===== src/rtl/pipeline_controller_n.sv =====
// pipeline_controller_n: parametrised per-stage stall/clear controller with a
// post-flush refetch penalty and an interrupt drain/grant FSM.
module pipeline_controller_n #(
    parameter int NUM_STAGES    = 10,
    parameter int FLUSH_PENALTY = 2,
    parameter int EMPTY_HOLD    = 3,
    parameter int CNT_WIDTH     = 4
) (
    input  logic                  clk,
    input  logic                  rst,
    input  logic [NUM_STAGES-1:0] stallUpperReq,
    input  logic [NUM_STAGES-1:0] flushUpperReq,
    input  logic [NUM_STAGES-1:0] sendBubbleLowerReq,
    input  logic [NUM_STAGES-1:0] stageEmpty,
    input  logic                  activeListEmpty,
    input  logic                  interruptReq,
    output logic [NUM_STAGES-1:0] stall,
    output logic [NUM_STAGES-1:0] clear,
    output logic                  wholePipelineEmpty,
    output logic                  interruptBubble,
    output logic                  interruptGrant,
    output logic                  penaltyActive
);
    typedef enum logic [1:0] {IDLE, DRAIN, GRANT, HOLD} state_t;

    state_t                state_q, state_d;
    logic [CNT_WIDTH-1:0]  pen_q, pen_d, emp_q, emp_d;
    logic                  bubble_q, bubble_d, grant_q, grant_d;
    logic [NUM_STAGES-1:0] stall_any, flush_any;
    logic                  drained;

    assign wholePipelineEmpty = &stageEmpty & activeListEmpty;
    assign interruptBubble    = bubble_q;
    assign interruptGrant     = grant_q;
    assign penaltyActive      = pen_q != '0;

    // A request at stage j reaches every stage in front of it; flush beats stall.
    always_comb begin
        for (int k = 0; k < NUM_STAGES; k++) begin
            stall_any[k] = |(stallUpperReq >> k);
            flush_any[k] = |(flushUpperReq >> k);
        end
        stall    = stall_any & ~flush_any;
        stall[0] = stall[0] | (penaltyActive & ~flush_any[0]);
        clear    = flush_any | stallUpperReq | sendBubbleLowerReq;
        clear[0] = clear[0] | interruptBubble;
    end

    always_comb begin
        pen_d    = flushUpperReq[NUM_STAGES-1] ? CNT_WIDTH'(FLUSH_PENALTY)
                 : penaltyActive ? pen_q - CNT_WIDTH'(1) : pen_q;
        emp_d    = (wholePipelineEmpty && state_q == DRAIN)
                 ? (emp_q == CNT_WIDTH'(EMPTY_HOLD) ? emp_q : emp_q + CNT_WIDTH'(1)) : '0;
        drained  = wholePipelineEmpty && emp_q >= CNT_WIDTH'(EMPTY_HOLD - 1);
        state_d  = state_q == IDLE  ? (interruptReq ? DRAIN : IDLE)
                 : state_q == DRAIN ? (!interruptReq ? IDLE : drained ? GRANT : DRAIN)
                 : state_q == GRANT ? HOLD
                 : (interruptReq ? HOLD : IDLE);
        bubble_d = state_d != IDLE;
        grant_d  = state_d == GRANT;
    end

    always_ff @(posedge clk or negedge rst) begin
        if (!rst) begin
            state_q  <= IDLE;
            pen_q    <= '0;
            emp_q    <= '0;
            bubble_q <= 1'b0;
            grant_q  <= 1'b0;
        end else begin
            state_q  <= state_d;
            pen_q    <= pen_d;
            emp_q    <= emp_d;
            bubble_q <= bubble_d;
            grant_q  <= grant_d;
        end
    end
endmodule


===== config.mk =====
export PLATFORM = sky130hd
export DESIGN_NAME = pipeline_controller_n
export DESIGN_NICKNAME = d
export VERILOG_FILES = /design/src/rtl/pipeline_controller_n.sv
export SDC_FILE = /design/constraint.sdc
export NUM_CORES = 1
export LEC_CHECK = 0
export ABC_AREA = 1
export ABC_CLOCK_PERIOD_IN_PS = 2300
export CAP_MARGIN = 5
export CORE_ASPECT_RATIO = 0.7
export CORE_UTILIZATION = 38
export CTS_BUF_LIST = sky130_fd_sc_hd__clkbuf_8
export DETAILED_ROUTE_END_ITERATION = 8
export GPL_ROUTABILITY_DRIVEN = 0
export PLACE_DENSITY = 0.9
export SLEW_MARGIN = 20
export SYNTH_ARGS = -nofsm -noshare
export SYNTH_HDL_FRONTEND = slang
export SYNTH_SLANG_ARGS = --single-unit

===== constraint.sdc =====
create_clock -name clk -period 2.3 [get_ports clk]
set_input_delay 0.345 -clock clk [delete_from_list [all_inputs] [get_ports clk]]
set_output_delay 0.345 -clock clk [all_outputs]
set_load 0.01 [all_outputs]

; ---- Yosys cells after proc, flatten, opt, wreduce, memory -nomap -nowiden
; Cells that the tools add are included.
[op_classes]
add_sub_neg = 2
n_bitwise = 9
order_cmp = 1
n_mux = 11
reduce_logical = 25
eq_ne = 5
[ops]
columns = op, count
row1 = 10-bit bitwise OR, 2
row2 = 10-bit OR reduction, 2
row3 = 9-bit OR reduction, 2
row4 = 4-bit two-way mux, 4
row5 = 8-bit OR reduction, 2
row6 = 7-bit OR reduction, 2
row7 = 2-bit two-way mux, 6
row8 = 6-bit OR reduction, 2
row9 = 10-bit AND, 1
row10 = 10-bit NOT, 1
row11 = 10-bit AND reduction, 1
row12 = 5-bit OR reduction, 2
row13 = 4-bit OR reduction, 2
row14 = 3-bit OR reduction, 2
row15 = 4-bit by 1-bit adder with 4-bit output (second input constant), 1
row16 = 2-bit equality test (second input constant), 2
row17 = 4-bit by 2-bit equality test with 1-bit output (second input constant), 1
row18 = 4-bit by 2-bit >= comparator with 1-bit output (second input constant), 1
row19 = 2-bit nonzero test, 2
row20 = 4-bit nonzero test, 1
row21 = 2-bit OR reduction, 2
row22 = 4-bit by 1-bit subtractor with 4-bit output (second input constant), 1
row23 = 1-bit AND, 2
row24 = 2-bit by 1-bit equality test with 1-bit output (second input constant), 1
row25 = 6 further kinds, 8
[totals]
reg_bits = 12
output_inout_bits = 24

; ---- Longest topological paths before layout
; Gate-level depths: netlist of the first run.
[logic_depth]
ltp_word = 8
ltp_mapped = 8
depth_no_buf = 8

; ---- Least setup slack after synthesis of the first run
; No wires, ideal clock.
[synth_timing]
kind = in2out
startpoint = input flushUpperReq[4]
endpoint = output stall[0]
setup_slack_ns = 0.859
arrival_time_ns = 1.096
path_buffers = 0
cell_stages = 4
cell_sequence = or2_1 > nor3_4 > nand3_1 > nor2_1
[synth_between]
elab_chain_cells = 4
word_cells_on_any_way = 6
[synth_lines]
columns = element, line_no
row1 = start: declaration, 12  ; input logic [NUM_STAGES-1:0] flushUpperReq,
row2 = 10-bit OR reduction (*), 41  ; flush_any[k] = |(flushUpperReq >> k);
row3 = 10-bit NOT or 1-bit NOT (tied branches), "43, 44"
row4 = 10-bit AND or 1-bit AND (tied branches), "43, 44"
row5 = 1-bit bitwise OR (*), 44  ; stall[0] = stall[0] | (penaltyActive & ~flush_any[0]);
row6 = end: declaration, 17  ; output logic [NUM_STAGES-1:0] stall,
; Every way passes the cells marked *; elsewhere a longest branch is shown, timed or not.

; ---- Final worst setup path of the first run
[layout_timing]
startpoint = input flushUpperReq[4]
endpoint = output clear[1]
[layout_between]
elab_chain_cells = 3
[layout_lines]
columns = element, line_no
row1 = 9-bit OR reduction, 41
row2 = 10-bit bitwise OR (2 in a row), 45  ; clear = flush_any | stallUpperReq | sendBubbleLowerReq;
row3 = end: declaration, 18  ; output logic [NUM_STAGES-1:0] clear,
; No other way between the ends.

==> results of run 1 <==
-- power breakdown --
group	leakage, uW	internal [uW]	switching, uW
Sequential	0.000157	244	20.1
Clock	0.0000288	151	77.6
Combinational	0.000664	147	129
Total	0.000850	542	227
-- routing by layer --
| metal | vias up | GRT usage (%) | routed length [um] |
|---|---|---|---|
| met2 | 39 | 51.3 | 1860 |
| met4 | 0 | 5.00 | 40 |
| met3 | 4 | 6.57 | 164 |
| met5 | - | 0 | 0 |
| li1 | 612 | - | - |
| met1 | 571 | 29.0 | 1320 |
-- through the flow --
stage          power (uW)  area [um2]
3_5_place_dp          538        1690
3_3_place_gp          523        1690
4_1_cts               773        1750
5_1_grt               827        1800
6_report              769        1800
2_1_floorplan         384         932
-- cells by family (layout without fill, tap and decap cells) --
logic type,count (synthesis),count (layout),share of synthesized area (%)
buffers and inverters,23,106,9.40
flip-flops,12,12,32.2
AO/OA/AOI/OAI,10,10,5.91
AND/OR/NAND/NOR,93,93,45.6
adder cells (fa/ha/maj),3,3,4.03
XOR/XNOR,3,3,2.82
-- flip-flops by register name, indices dropped and copies added, names as in the netlist --
| name | count |
|---|---|
| pen_q | 4 |
| interruptGrant | 1 |
| interruptBubble | 1 |
| emp_q | 4 |
| state_q | 2 |
-- critical path, delay by kind of cell --
family	cells	cell delay [ps]
buffers and inverters	2	920
and+or+nand+nor	3	690
-- worst paths after layout --
path	from	endpoint	slack, ps	depth (start not counted)
max	flushUpperReq[4]	clear[1]	-7	5
min in group clk	pen_q[0]$_DFFE_PN0P_	pen_q[0]$_DFFE_PN0P_	530	1
min reg2reg	pen_q[0]$_DFFE_PN0P_	pen_q[0]$_DFFE_PN0P_	530	1
max reg2reg	pen_q[0]$_DFFE_PN0P_	pen_q[0]$_DFFE_PN0P_	880	8
min	rst	emp_q[0]$_DFFE_PN0P_	470	1
max in group asynchronous	rst	pen_q[2]$_DFFE_PN0P_	1460	1
-- final cells by class --
class | instances | area (um2)
clock buffers | 4 | 55.1
fillers | 149 | 425
inverters | 23 | 87.6
multi-input cells | 109 | 559
flip-flops and latches | 12 | 300
well taps | 32 | 40.0
repair buffers | 79 | 757
-- layout by cell type (no fill, tap or decap), drive strengths merged, types with 6 or more instances in the layout --
cell / synthesis / routed
nand2: 32 / 32
dlygate4sd2: 0 / 7
clkdlybuf4s50: 0 / 56
inv: 22 / 22
nand3: 10 / 10
nor2: 38 / 38
buf: 0 / 12
dfrtp: 12 / 12
a21oi: 6 / 6
-- timing repair --
action / 4_1_cts / 5_1_grt
setup buffers: 1 / 5
endpoints found under the setup margin: 10 / 4
gates cloned: 0 / 0
pin swaps: 2 / 3
resized for setup: 12 / 5
==> results.cfg, run 1 <==
[timing]
fin_crit_ps = 2310
hold_viol = 0
finalSetupTns_ps = -7.29
setup_viol = 1
tightest_slew_ps = 567
fmax_mhz = 433
rsz0062_at_grt = true
slew-limit-headroom_pct = 62.1
holdWs_ps = 472
fin_skew_ps = 0.574
min_period_over_period_pct = 100
setup_ws_ps = -7.29
maxSlewViolCount = 0

[critical_path]
critPathMaxStageDelay_ps = 510
arrival_ps = 1960
crit_chain = clkdlybuf4s50_1 -> or2_1 -> nor3_4 -> nand3_1 -> clkdlybuf4s50_1
cp-start-kind = primary input
cp_max_fo = 4
crit_slowest_cell = clkdlybuf4s50_1
required_ps = 1960
crit_type = in2out
crit_top_cell = clkdlybuf4s50_1
cp-end-kind = output port

[finish]
final_util_pct = 80.9
syn_to_final_growth_pct = 93.0
num_antenna_cells = 0
drive_above_1_share_pct = 12.8
nets = 275
instances_no_fill = 259

[clock_network]
clock-root-buffer = clkbuf_8
cts.sinks = 12
htreeDepth = 1
clockBufferDepth = 2
cts_tree = done
postCtsHoldBufs = 0
worstSkewPairLatency_ps = 240
clk_pin_slew_ps = 50
cts_buffers = 3

[routing]
vias = 1226
wl_um = 3380
wire_per_inst_um = 13.1
route.detailed.drc = 0
ant_nets = 0
drt-initial-drc-count = 45
firstDrtPassIters = 4
via_per_inst = 4.73

[die]
initial_utilization_pct = 41.9
die_x_um = 61.2
io_pins = 68
die_area_mm2 = 0.00266
rows = 14
core_mm2 = 0.00222
dieHeight_um = 43.4

[grt]
antenna_found_initial = 0
gr-total-overflow = 0
grt_max_degree = 13
globalRouteTotalUtil_pct = 26.5
grt_pass1_wl_um = 5240
grt_pass1_vias = 1251

[power_and_ir_drop]
vdd_drop_max_uv = 379
powerDensity_mw_per_mm2 = 427
p_leak_uw = 0.000850

[yosys]
synth_top_area_share_pct = 32.2
netlist-cell-type-count = 22
yosysMostFrequentCell = nor2_1
ys_top_cells_by_area = dfrtp_1, nor2_1, nand2_1, inv_1, nand3_1
syn-instance-count = 144
yosysWarnings = 0
ys_ff_latch = 12
postSynth.topFlopCell = dfrtp_1
synth.net_count = 191
synth_area_leader_cell = dfrtp_1
synth_edf_count = 0
synthArstFlopShare_pct = 100
syn_avg_cell_area_um2 = 6.47
synth_commonest_cells = nor2_1, nand2_1, inv_1
syn-cell-area_um2 = 932
ys_seq_area_share_pct = 32.2

[run_status]
status = finished, violations left
violations = setup timing

[place]
place.detailed.hpwl_um = 2780
place_inst = 249
place_worst_setup_slack_ps = -134
io_buffers = 67

[worst_hold_path]
holdCritPathClass = in2async

[flow_run]
maxCapViolCount = 0
Power figures use the tool's default switching activity.
==> run 2, diff against run 1 <==
CTS_BUF_LIST = sky130_fd_sc_hd__clkbuf_4 sky130_fd_sc_hd__clkbuf_8   (was sky130_fd_sc_hd__clkbuf_8)
SKIP_LAST_GASP = 1   (was default)
==> run 2 against run 1 <==
  * The run still ends with setup timing left
  * Register-to-register slack lost 20 ps
  * Worst hold slack got worse by 52 ps
  * Sequential cell count is the same
  * Sequential power about the same
  * Fmax decreased by 3.1%
  * Total power decreased by 7.1%
  * Worst setup slack worse by 74 ps
  * Critical path type unchanged
  * Largest power group unchanged
  * Highest routed layer unchanged
==> results.cfg, run 2 (synthesized netlist as in run 1, its figures left out) <==
[run_status]
status = finished, violations left
violations = setup timing

[critical_path]
crit_top_cell = clkdlybuf4s50_1
arrival_ps = 2040
crit_chain = clkdlybuf4s50_1 -> or2_1 -> nor3_4 -> nand3_1 -> clkdlybuf4s50_1
crit_buf_inv = 2
r2r_start = pen_q[0]$_DFFE_PN0P_
critPathMaxStageDelay_ps = 510
cp-end-kind = output port
cp_max_fo = 4
required_ps = 1960
path_delay_family = buffers and inverters
crit_slowest_cell = clkdlybuf4s50_1
timing.critical_path.from = flushUpperReq[4]
cp-start-kind = primary input
crit_type = in2out

[finish]
instances_no_fill = 259
final_cell_mix = clkdlybuf4s50_1, nor2_1, nand2_1
layout_commonest_cell = clkdlybuf4s50_1
num_antenna_cells = 0
drive_above_1_share_pct = 12.8
syn_to_final_growth_pct = 90.7
fillers = 161
nets = 275
largestRegisters = emp_q: 4 flops, pen_q: 4 flops, state_q: 2 flops

[routing]
met2WireLength_um = 1940
highest_layer = met4
route.detailed.drc = 0
firstDrtPassIters = 4
vias = 1255
wl_um = 3560
ant_nets = 0
wire_per_inst_um = 13.7
drt-met1-wl_um = 1390
drt-initial-drc-count = 64
via_per_inst = 4.85
wl_met3_um = 162

[grt]
grt_pass1_wl_um = 5090
globalRouteTotalUtil_pct = 26.3
gr-total-overflow = 0
grt_max_degree = 13
antenna_found_initial = 0
grt_pass1_vias = 1243

[clock_network]
clk_pin_slew_ps = 80
htreeDepth = 1
cts_buffers = 3
clock-root-buffer = clkbuf_4
clockBufferDepth = 2
worstSkewPairLatency_ps = 280
cts_tree = done
postCtsHoldBufs = 0
cts.sinks = 12

[die]
dieHeight_um = 43.4
initial_utilization_pct = 41.9
core_mm2 = 0.00222
die_x_um = 61.2
rows = 14
io_pins = 68
die_area_mm2 = 0.00266

[timing]
setup_viol = 2
rsz0062_at_grt = true
fmax_mhz = 420
fin_skew_ps = 8.53
slew-limit-headroom_pct = 62.7
tightest_slew_ps = 557
hold_viol = 0
min_period_over_period_pct = 104
fin_crit_ps = 2380
maxSlewViolCount = 0
setup_ws_ps = -81.5
finalSetupTns_ps = -156

[power_and_ir_drop]
powerDensity_mw_per_mm2 = 402
vdd_drop_max_uv = 344
p_leak_uw = 0.000844

[place]
place.detailed.hpwl_um = 2780
io_buffers = 67
place_inst = 249

[worst_hold_path]
holdCritPathClass = in2async

[flow_run]
maxCapViolCount = 0
==> run 2: per-stage QoR <==
step / hold slack, ps / util [%] / cell area, um2 / power (uW) / setup slack, ps
2_1_floorplan: 49.4 / - / 932 / 384 / 859
3_5_place_dp: 497 / 75.9 / 1690 / 538 / -134
6_report: 420 / 79.9 / 1780 / 714 / -81.5
5_1_grt: 455 / 79.9 / 1780 / 771 / -137
3_3_place_gp: 483 / 75.9 / 1690 / 523 / -56.0
4_1_cts: 433 / 77.8 / 1730 / 711 / -67.8
==> run 2: final timing paths <==
check,to,depth (start not counted),slack (ps)
setup / recovery,clear[1],5,-80
hold / removal,interruptGrant$_DFF_PN0_,1,420
setup reg to reg,pen_q[1]$_DFFE_PN0P_,8,860
hold reg to reg,pen_q[0]$_DFFE_PN0P_,1,520
max in group asynchronous,state_q[0]$_DFF_PN0_,1,1510
min in group clk,pen_q[0]$_DFFE_PN0P_,1,520
==> run 2: timing repair <==
item	in CTS	in global routing
pin swaps	2	3
setup endpoints to repair	9	4
gates resized for setup	12	3
buffers inserted	1	5
==> run 2: worst register-to-register path, cell delays in order (launching register included) <==
cell and delay, ps:
dfrtp_1 400, inv_1 80, ha_1 170, nand2_1 70, nor2_1 230, inv_1 110, nor2_1 140, nand2_1 70
o211ai_1 80
==> run 2: power by group <==
| part | switching [uW] | leakage [uW] | internal, uW | total, uW |
|---|---|---|---|---|
| logic | 132 | 0.000665 | 147 | 279 |
| clock network | 75.6 | 0.0000210 | 96.3 | 172 |
| registers | 20.1 | 0.000157 | 243 | 263 |
| total | 228 | 0.000844 | 486 | 714 |
==> run 2: cell type report <==
class / count / area, um2 / area share (%)
Multi-Input combinational cell: 109 / 559 / 31.5
Inverter: 23 / 87.6 / 4.93
Timing Repair Buffer: 79 / 754 / 42.4
Tap cell: 32 / 40.0 / 2.25
Sequential cell: 12 / 300 / 16.9
Clock buffer: 4 / 36.3 / 2.04
==> run 2: routing by layer <==
| layer | up-vias | GRT usage, % |
|---|---|---|
| li1 | 613 | - |
| met1 | 602 | 27.3 |
| met2 | 32 | 50.0 |
| met3 | 8 | 8.36 |
| met4 | 0 | 7.27 |
| met5 | - | 0 |
